### config.mk
export PLATFORM = sky130hd
export DESIGN_NAME = pc_fetch_flat
export DESIGN_NICKNAME = d
export VERILOG_FILES = /design/src/rtl/pc_fetch_pkg.sv /design/src/rtl/pc_fetch_if.sv /design/src/rtl/pc_fetch_npc_calc.sv /design/src/rtl/pc_fetch.sv /design/src/flat_wrapper.sv
export SDC_FILE = /design/constraint.sdc
export NUM_CORES = 1
export LEC_CHECK = 0
export CAP_MARGIN = 20
export CORE_UTILIZATION = 24
export CTS_CLUSTER_SIZE = 20
export DETAILED_ROUTE_END_ITERATION = 12
export PLACE_DENSITY = 0.45
export SKIP_LAST_GASP = 1
export SLEW_MARGIN = 10
export SYNTH_ARGS = -nofsm -noshare
export SYNTH_HDL_FRONTEND = slang
export SYNTH_HIERARCHICAL = 1
export SYNTH_SLANG_ARGS = --single-unit
export TNS_END_PERCENT = 20
### constraint.sdc
create_clock -name clk -period 4.08 [get_ports clk]
set_clock_uncertainty 0.05 [all_clocks]
set_input_delay 0.816 -clock clk [delete_from_list [all_inputs] [get_ports clk]]
set_output_delay 0.816 -clock clk [all_outputs]
set_load 0.05 [all_outputs]
### src/rtl/pc_fetch_pkg.sv
// pc_fetch_pkg: shared next-PC selects, sequencer states and opcode constants for the fetch stage.
package pc_fetch_pkg;
  localparam logic [1:0] PRSRC_SEQ = 2'b00;
  localparam logic [1:0] PRSRC_BR = 2'b01;
  localparam logic [1:0] PRSRC_JR = 2'b10;
  localparam logic [1:0] PRSRC_J = 2'b11;
  localparam logic [5:0] OP_RTYPE = 6'h00;
  localparam logic [5:0] OP_J = 6'h02;
  localparam logic [5:0] OP_JAL = 6'h03;
  localparam logic [5:0] OP_BEQ = 6'h04;
  localparam logic [5:0] OP_ADDI = 6'h08;
  localparam logic [5:0] FN_JR = 6'h08;
  localparam logic [31:0] PC_RESET_DEF = 32'h0000_0000;
  localparam logic [31:0] IR_RESET_DEF = 32'h0000_0000;
  typedef enum logic {FETCH, EXEC} state_e;
endpackage

### src/rtl/pc_fetch_if.sv
// pc_fetch_if: instruction-memory request/valid handshake between fetch stage and memory.
interface pc_fetch_if;
  logic req;
  logic [31:0] addr;
  logic [31:0] rdata;
  logic valid;
  modport master (output req, addr, input rdata, valid);
  modport slave (input req, addr, output rdata, valid);
endinterface

### src/rtl/pc_fetch_npc_calc.sv
// pc_fetch_npc_calc: combinational next-PC selection for sequential, branch, jr and j/jal.
module pc_fetch_npc_calc
  import pc_fetch_pkg::*;
(
  input  logic [31:0] pc_i,
  input  logic [25:0] imm_i,
  input  logic [29:0] rs_word_i,
  input  logic [1:0]  prsource_i,
  output logic [31:0] npc_o,
  output logic [31:0] pc_plus4_o
);
  logic [31:0] br_off;
  assign pc_plus4_o = pc_i + 32'd4;
  assign br_off = {{14{imm_i[15]}}, imm_i[15:0], 2'b00};
  assign npc_o = prsource_i == PRSRC_SEQ ? pc_plus4_o :
                 prsource_i == PRSRC_BR  ? pc_plus4_o + br_off :
                 prsource_i == PRSRC_JR  ? {rs_word_i, 2'b00} :
                                           {pc_plus4_o[31:28], imm_i, 2'b00};
endmodule

### src/rtl/pc_fetch.sv
// pc_fetch: two-state fetch/exec sequencer holding PC, IR and the retired-instruction count.
module pc_fetch
  import pc_fetch_pkg::*;
#(
  parameter logic [31:0] PC_RESET = PC_RESET_DEF,
  parameter logic [31:0] IR_RESET = IR_RESET_DEF
) (
  input  logic              clk,
  input  logic              rst,
  pc_fetch_if.master        imem,
  input  logic [1:0]        prsource,
  input  logic [31:0]       rs_data,
  input  logic              retire,
  output logic [31:0]       instr,
  output logic [5:0]        op,
  output logic [5:0]        func,
  output logic              instr_valid,
  output logic [31:0]       pc,
  output logic [31:0]       pc_plus4,
  output logic [31:0]       retire_cnt
);
  state_e state_q, state_d;
  logic [31:0] pc_q, pc_d, ir_q, ir_d, cnt_q, cnt_d, npc;
  logic unused_rs_low;
  assign unused_rs_low = ^rs_data[1:0];
  pc_fetch_npc_calc u_npc (
    .pc_i       (pc_q),
    .imm_i      (ir_q[25:0]),
    .rs_word_i  (rs_data[31:2]),
    .prsource_i (prsource),
    .npc_o      (npc),
    .pc_plus4_o (pc_plus4)
  );
  always_ff @(posedge clk) begin
    if (rst) begin
      state_q <= FETCH;
      pc_q <= PC_RESET;
      ir_q <= IR_RESET;
      cnt_q <= '0;
    end else begin
      state_q <= state_d;
      pc_q <= pc_d;
      ir_q <= ir_d;
      cnt_q <= cnt_d;
    end
  end
  always_comb begin
    state_d = state_q;
    pc_d = pc_q;
    ir_d = ir_q;
    cnt_d = cnt_q;
    if (state_q == FETCH) begin
      if (imem.valid) begin
        ir_d = imem.rdata;
        state_d = EXEC;
      end
    end else if (retire) begin
      pc_d = npc;
      cnt_d = cnt_q + 32'd1;
      state_d = FETCH;
    end
  end
  assign imem.req = state_q == FETCH;
  assign imem.addr = pc_q;
  assign instr_valid = state_q == EXEC;
  assign instr = ir_q;
  assign op = ir_q[31:26];
  assign func = ir_q[5:0];
  assign pc = pc_q;
  assign retire_cnt = cnt_q;
endmodule
### src/flat_wrapper.sv
// flat-port wrapper written by rule: the top's interface ports become plain ports
module pc_fetch_flat import pc_fetch_pkg::*;
#(
  parameter logic [31:0] PC_RESET = PC_RESET_DEF,
  parameter logic [31:0] IR_RESET = IR_RESET_DEF
)
  (clk, rst, prsource, rs_data, retire, instr, op, func, instr_valid, pc, pc_plus4, retire_cnt, imem_req, imem_addr, imem_rdata, imem_valid);
  pc_fetch_if imem_i ();
  input  logic clk;
  input  logic rst;
  input  logic [1:0] prsource;
  input  logic [31:0] rs_data;
  input  logic retire;
  output logic [31:0] instr;
  output logic [5:0] op;
  output logic [5:0] func;
  output logic instr_valid;
  output logic [31:0] pc;
  output logic [31:0] pc_plus4;
  output logic [31:0] retire_cnt;
  output wire logic [$bits(imem_i.req)-1:0] imem_req;
  output wire logic [$bits(imem_i.addr)-1:0] imem_addr;
  input wire logic [$bits(imem_i.rdata)-1:0] imem_rdata;
  input wire logic [$bits(imem_i.valid)-1:0] imem_valid;
  assign imem_req = imem_i.req;
  assign imem_addr = imem_i.addr;
  assign imem_i.rdata = imem_rdata;
  assign imem_i.valid = imem_valid;
  pc_fetch #(.PC_RESET(PC_RESET), .IR_RESET(IR_RESET)) u_core (.clk(clk), .rst(rst), .imem(imem_i), .prsource(prsource), .rs_data(rs_data), .retire(retire), .instr(instr), .op(op), .func(func), .instr_valid(instr_valid), .pc(pc), .pc_plus4(pc_plus4), .retire_cnt(retire_cnt));
endmodule
Word level (Yosys, flattened, before mapping)
Cells that the tools add are included.

word-level totals
  register bits after elaboration = 97
  input port bits = 70
  output and inout port bits = 174
  word-level logic and storage cells = 19

operators by class
  add/subtract/negate cells = 3
  equal/unequal tests = 2
  muxes and demuxes = 6
  bitwise gates (word level) = 1
  reductions and logical operators = 3

operators by type and width
  operator               number
  $mux 32                3
  $add 32x1->32 const B  1
  $add 32x3->32 const B  1
  $add 32x32->32         1
  $reduce_and 2->1       2
  $mux 1                 3
  $eq 2x1->1 const B     1
  $eq 2x2->1 const B     1
  $logic_not 2->1        1
  $not 1->1              1

Logic depth before layout (Yosys ltp)
  depth after elaboration = 4
  depth in mapped cells = 18
  mapped depth without buffers = 17

Cells and area by module
The synthesis kept the hierarchy.

modules (own cells, without submodules)
  module             instances  cells an instance  area an instance (um2)  sequential area each (um2)
  pc_fetch           1          515                4,110.2                 1,941.9
  pc_fetch_npc_calc  1          354                2,856.5                 0.0

Least setup slack after synthesis
Ideal clock, no wire load.

  path type = flip-flop to flip-flop
  from = reg u_core.pc_q[9], in the netlist u_core/imem.addr[9]
  to = reg u_core.pc_q[25], in the netlist u_core/imem.addr[25]
  setup time = 0.132 ns
  arrival = 4.715 ns
  data required time = 3.898 ns
  path slack = -0.817 ns
  cell stages (with the launch flop) = 17
  path buffers = 0
  period minus slack after synthesis = 4.897 ns
  cells stage by stage = dfxtp_1 -> and4_1 -> and3_1 -> nand3_1 -> inv_1 -> nand3_1 -> xnor2_1 -> ha_1 -> a21oi_1 -> o21bai_1 -> a221oi_1 -> a21boi_0 -> o21ai_0 -> xor2_1 -> mux4_2 -> nand2_1 -> a21oi_1

between the ends
  word-level cells in the longest chain between the ends = 4

ends and longest elaborated chain
  item                      RTL line                 RTL
  from (decl)               pc_fetch.sv:23           logic [31:0] pc_q, pc_d, ir_q, ir_d, cnt_q, cnt_d, npc;
  from (signal assigned)    pc_fetch.sv:42           pc_q <= pc_d;
  $add 32x3->32             pc_fetch_npc_calc.sv:13  assign pc_plus4_o = pc_i + 32'd4;
  named net pc_plus4[18]    flat_wrapper.sv:19       output logic [31:0] pc_plus4;
  $add 32x32->32            pc_fetch_npc_calc.sv:16  prsource_i == PRSRC_BR ? pc_plus4_o + br_off :
  $mux 32                   pc_fetch_npc_calc.sv:16
  $mux 32                   pc_fetch_npc_calc.sv:15  assign npc_o = prsource_i == PRSRC_SEQ ? pc_plus4_o :
  named net u_core.npc[25]  pc_fetch.sv:23

The timed path passes the listed nets, and every way through them passes these cells.
A chain may end at the register's enable or synchronous reset.

Worst setup path after layout
  from = reg u_core.pc_q[4], in the netlist u_core/imem.addr[4]
  to = out pc_plus4[31]

between the ends
  word-level cells in the longest chain between the ends = 1

ends and longest elaborated chain
  item           RTL line
  $add 32x3->32  pc_fetch_npc_calc.sv:13
  to (decl)      flat_wrapper.sv:19

No other way between the ends.

==> qor.yml <==
grt:
  grt_pass1_vias: 6892
  grtUsageTotal: 0.177
  antenna_found_initial: 1
  grt_pass1_wl_um: 40000
  grt_max_degree: 80
  grt-ovfl-total: 0
timing:
  period_needed_ns: 3.94
  timing.final.crit_share: 0.966
  worst_pin_slew_ns: 0.953
  timing.fmax_mhz: 254
  finalHoldViolCount: 0
  setup_viol: 0
  maxSlewViolCount: 0
  slew_headroom: 0.365
  grt_setup_unrepaired: "true"
  setup_tns_ns: 0
power_and_ir_drop:
  swShare: 0.348
  peakVddDrop_v: 0.000149
  totalPowerFinal_uw: 2560
  power_leakage_uw: 0.00392
  power_density_mw_per_mm2: 244
  p_sw_uw: 892
  comb_power_share: 0.256
  clock_power_share: 0.352
  p_seq_frac: 0.392
  p_int_uw: 1670
critical_path:
  path_class: "flop to output port"
  required_ns: 3.21
  rr_endpoint: "u_core/imem.addr[24]"
  cp-end-kind: "output port"
  rr_startpoint: "u_core/imem.addr[4]"
  cp_max_fo: 4
  reg2regPathDepth: 17
  ff2ff_setup_slack_ns: 0.22
  crit_arrival_ns: 3.07
  startpoint_type: "flop"
finish:
  fillers: 2982
  design_area_mm2: 0.0105
  area_delta_synth_final_pct: 50.6
  layout-drive-gt1-share: 0.164
  fin_util: 0.366
  nets: 1210
cts:
  cts_tree: "yes"
  numCtsBuffers: 9
  cts_buffer_depth: 2
  cts_root_buf: "clkbuf_16"
  htreeDepth: 3
  insertion_delay_ns: 0.36
  clock_sinks: 97
  clk_pin_slew_ns: 0.08
route:
  drt-pass1-iter-count: 4
  ant_nets: 0
  viasPerCell: 4.82
  drtIter0Drc: 293
  drc: 0
  num_vias: 7187
  wl_per_cell_um: 17.7
  wirelength_um: 26400
hold_path:
  whs_endpoint: "u_core/instr[19]"
  hold_class: "flop to flop"
  whs_path_depth: 2
  min_from: "u_core/instr[19]"
synth:
  synth_cells: 869
  ys_types: 61
  synth.top_cell.area_share: 0.279
  yosysWarnings: 6
  syn_area_mm2: 0.00697
  synth_area_leaders: "dfxtp_1 (28%), nand2_1 (9.4%), a21oi_1 (8.6%)"
  synth_ff_type: "dfxtp_1"
  synthTopCellsByCount: "nand2_1 (175), a21oi_1 (120), dfxtp_1 (97), buf_4 (46), xnor2_1 (45)"
  avgSynthCellArea_um2: 8.02
  synth-seq-area-share: 0.279
  synth_most_common_cell: "nand2_1"
  synthArstFlopShare: 0
  syn_nets: 977
  synth_seq_cells: 97
  synth_edf_count: 0
  synth_area_leader_cell: "dfxtp_1"
floorplanning:
  ioPinCount: 244
  start_util: 0.243
  core_area_mm2: 0.0286
  die_w_um: 172
  die-area_mm2: 0.0297
  rows: 62
  die_y_um: 172
placement:
  numPortBuffers: 241
  dp_hpwl_um: 19900
  gp_congestion: 0.849
  placed_cell_area_mm2: 0.0101
run_status:
  outcome: "completed"
flow_run:
  drv_cap: 0
## cells in the final DEF, fill, tap and decap left out, drive strengths merged, types with 6 or more instances in the layout
| cell type | synthesis | final |
|---|---|---|
| xnor2 | 45 | 45 |
| clkdlybuf4s50 | 0 | 235 |
| xor2 | 20 | 20 |
| buf | 52 | 75 |
| and4 | 8 | 8 |
| inv | 16 | 18 |
| a21oi | 121 | 121 |
| nand3 | 23 | 23 |
| dfxtp | 97 | 97 |
| o31ai | 16 | 16 |
| nor2b | 6 | 6 |
| nor4 | 7 | 7 |
| and3 | 11 | 11 |
| or2 | 6 | 6 |
| nor2 | 32 | 32 |
| nor3 | 8 | 8 |
| nand4 | 21 | 21 |
| a21o | 10 | 10 |
| o21ai | 20 | 20 |
| or4 | 18 | 18 |
| clkbuf | 37 | 9 |
| ha | 37 | 37 |
| nand2 | 176 | 176 |
| mux4 | 24 | 24 |
## stage by stage
stage               std cells  hold WS, ns  setup WS [ns]
detailed placement       1473        0.417        0.00788
global placement         1473        0.412         0.0683
finish                   1492        0.427          0.139
global route             1491        0.454        -0.0477
floorplan                 869        0.507         0.0274
CTS                      1489        0.429        0.00974
## how the worst max path moves through the flow
stage	endpoint	slack, ns	cells past startpoint	from
floorplan	u_core/imem.addr[24]	0.03	14	u_core/imem.addr[4]
CTS	u_core/imem.addr[25]	0.01	15	u_core/imem.addr[6]
global placement	u_core/imem.addr[25]	0.07	17	u_core/imem.addr[4]
global route	pc_plus4[31]	-0.05	8	u_core/imem.addr[4]
detailed placement	u_core/imem.addr[25]	0.008	15	u_core/imem.addr[4]
finish	pc_plus4[31]	0.14	8	u_core/imem.addr[4]
## power by group through the flow
stage | Combinational (uW) | Clock [uW] | Sequential (uW)
5_1_grt | 701 | 971 | 1010
3_5_place_dp | 659 | 0 | 1030
6_report | 656 | 901 | 1010
4_1_cts | 662 | 948 | 1010
3_3_place_gp | 659 | 0 | 1030
2_1_floorplan | 319 | 0 | 1120
## registers in the layout, summed over array words and instances, names as in the netlist
name                cells
u_core/imem.addr       32
u_core/instr           32
u_core/retire_cnt      32
u_core/instr_valid      1
## routing by layer
layer,routed length (um),part of all wire,vias to the layer above,track usage
met2,13000,0.49,161,0.304
met5,0,0,-,0
met4,170,0.0064,0,0.0339
met1,12300,0.47,3477,0.235
li1,-,-,3537,-
met3,931,0.035,12,0.0261
## worst max-delay path, cell delays in order (launching register included)
cell and delay (ns):
dfxtp_4 0.35, and4_1 0.25, and4_2 0.33, nand3_2 0.14, buf_4 0.18, nor4_1 0.40
xnor2_1 0.14, inv_1 0.11, clkdlybuf4s50_1 0.81
## logic make-up (layout without fill, tap and decap cells)
kind of cell | Yosys count | after routing | share of synthesized area
other cells | 0 | 1 | 0
mux | 30 | 30 | 0.0867
simple gates | 334 | 334 | 0.232
fa+ha+maj | 38 | 38 | 0.0693
compound gates | 200 | 200 | 0.170
buf+inv | 105 | 343 | 0.0817
xor+xnor | 65 | 65 | 0.0817
flops | 97 | 97 | 0.279
## cell type report
cell class | count | area (um2) | share of cell area
multi-input cells | 667 | 4720 | 0.450
repair buffers | 311 | 2940 | 0.280
flip-flops and latches | 97 | 1990 | 0.190
well taps | 384 | 480 | 0.0458
clock buffers | 9 | 225 | 0.0215
clock inverters | 7 | 77.6 | 0.00740
inverters | 16 | 60.1 | 0.00573
diodes | 1 | 2.50 | 0.000239
## timing repair
item / CTS / global route
gates resized for setup: 0 / 11
buffers inserted: 0 / 2
hold buffers: 0 / 0
setup endpoints to repair: 0 / 15
(Power assumes the default switching activity.)
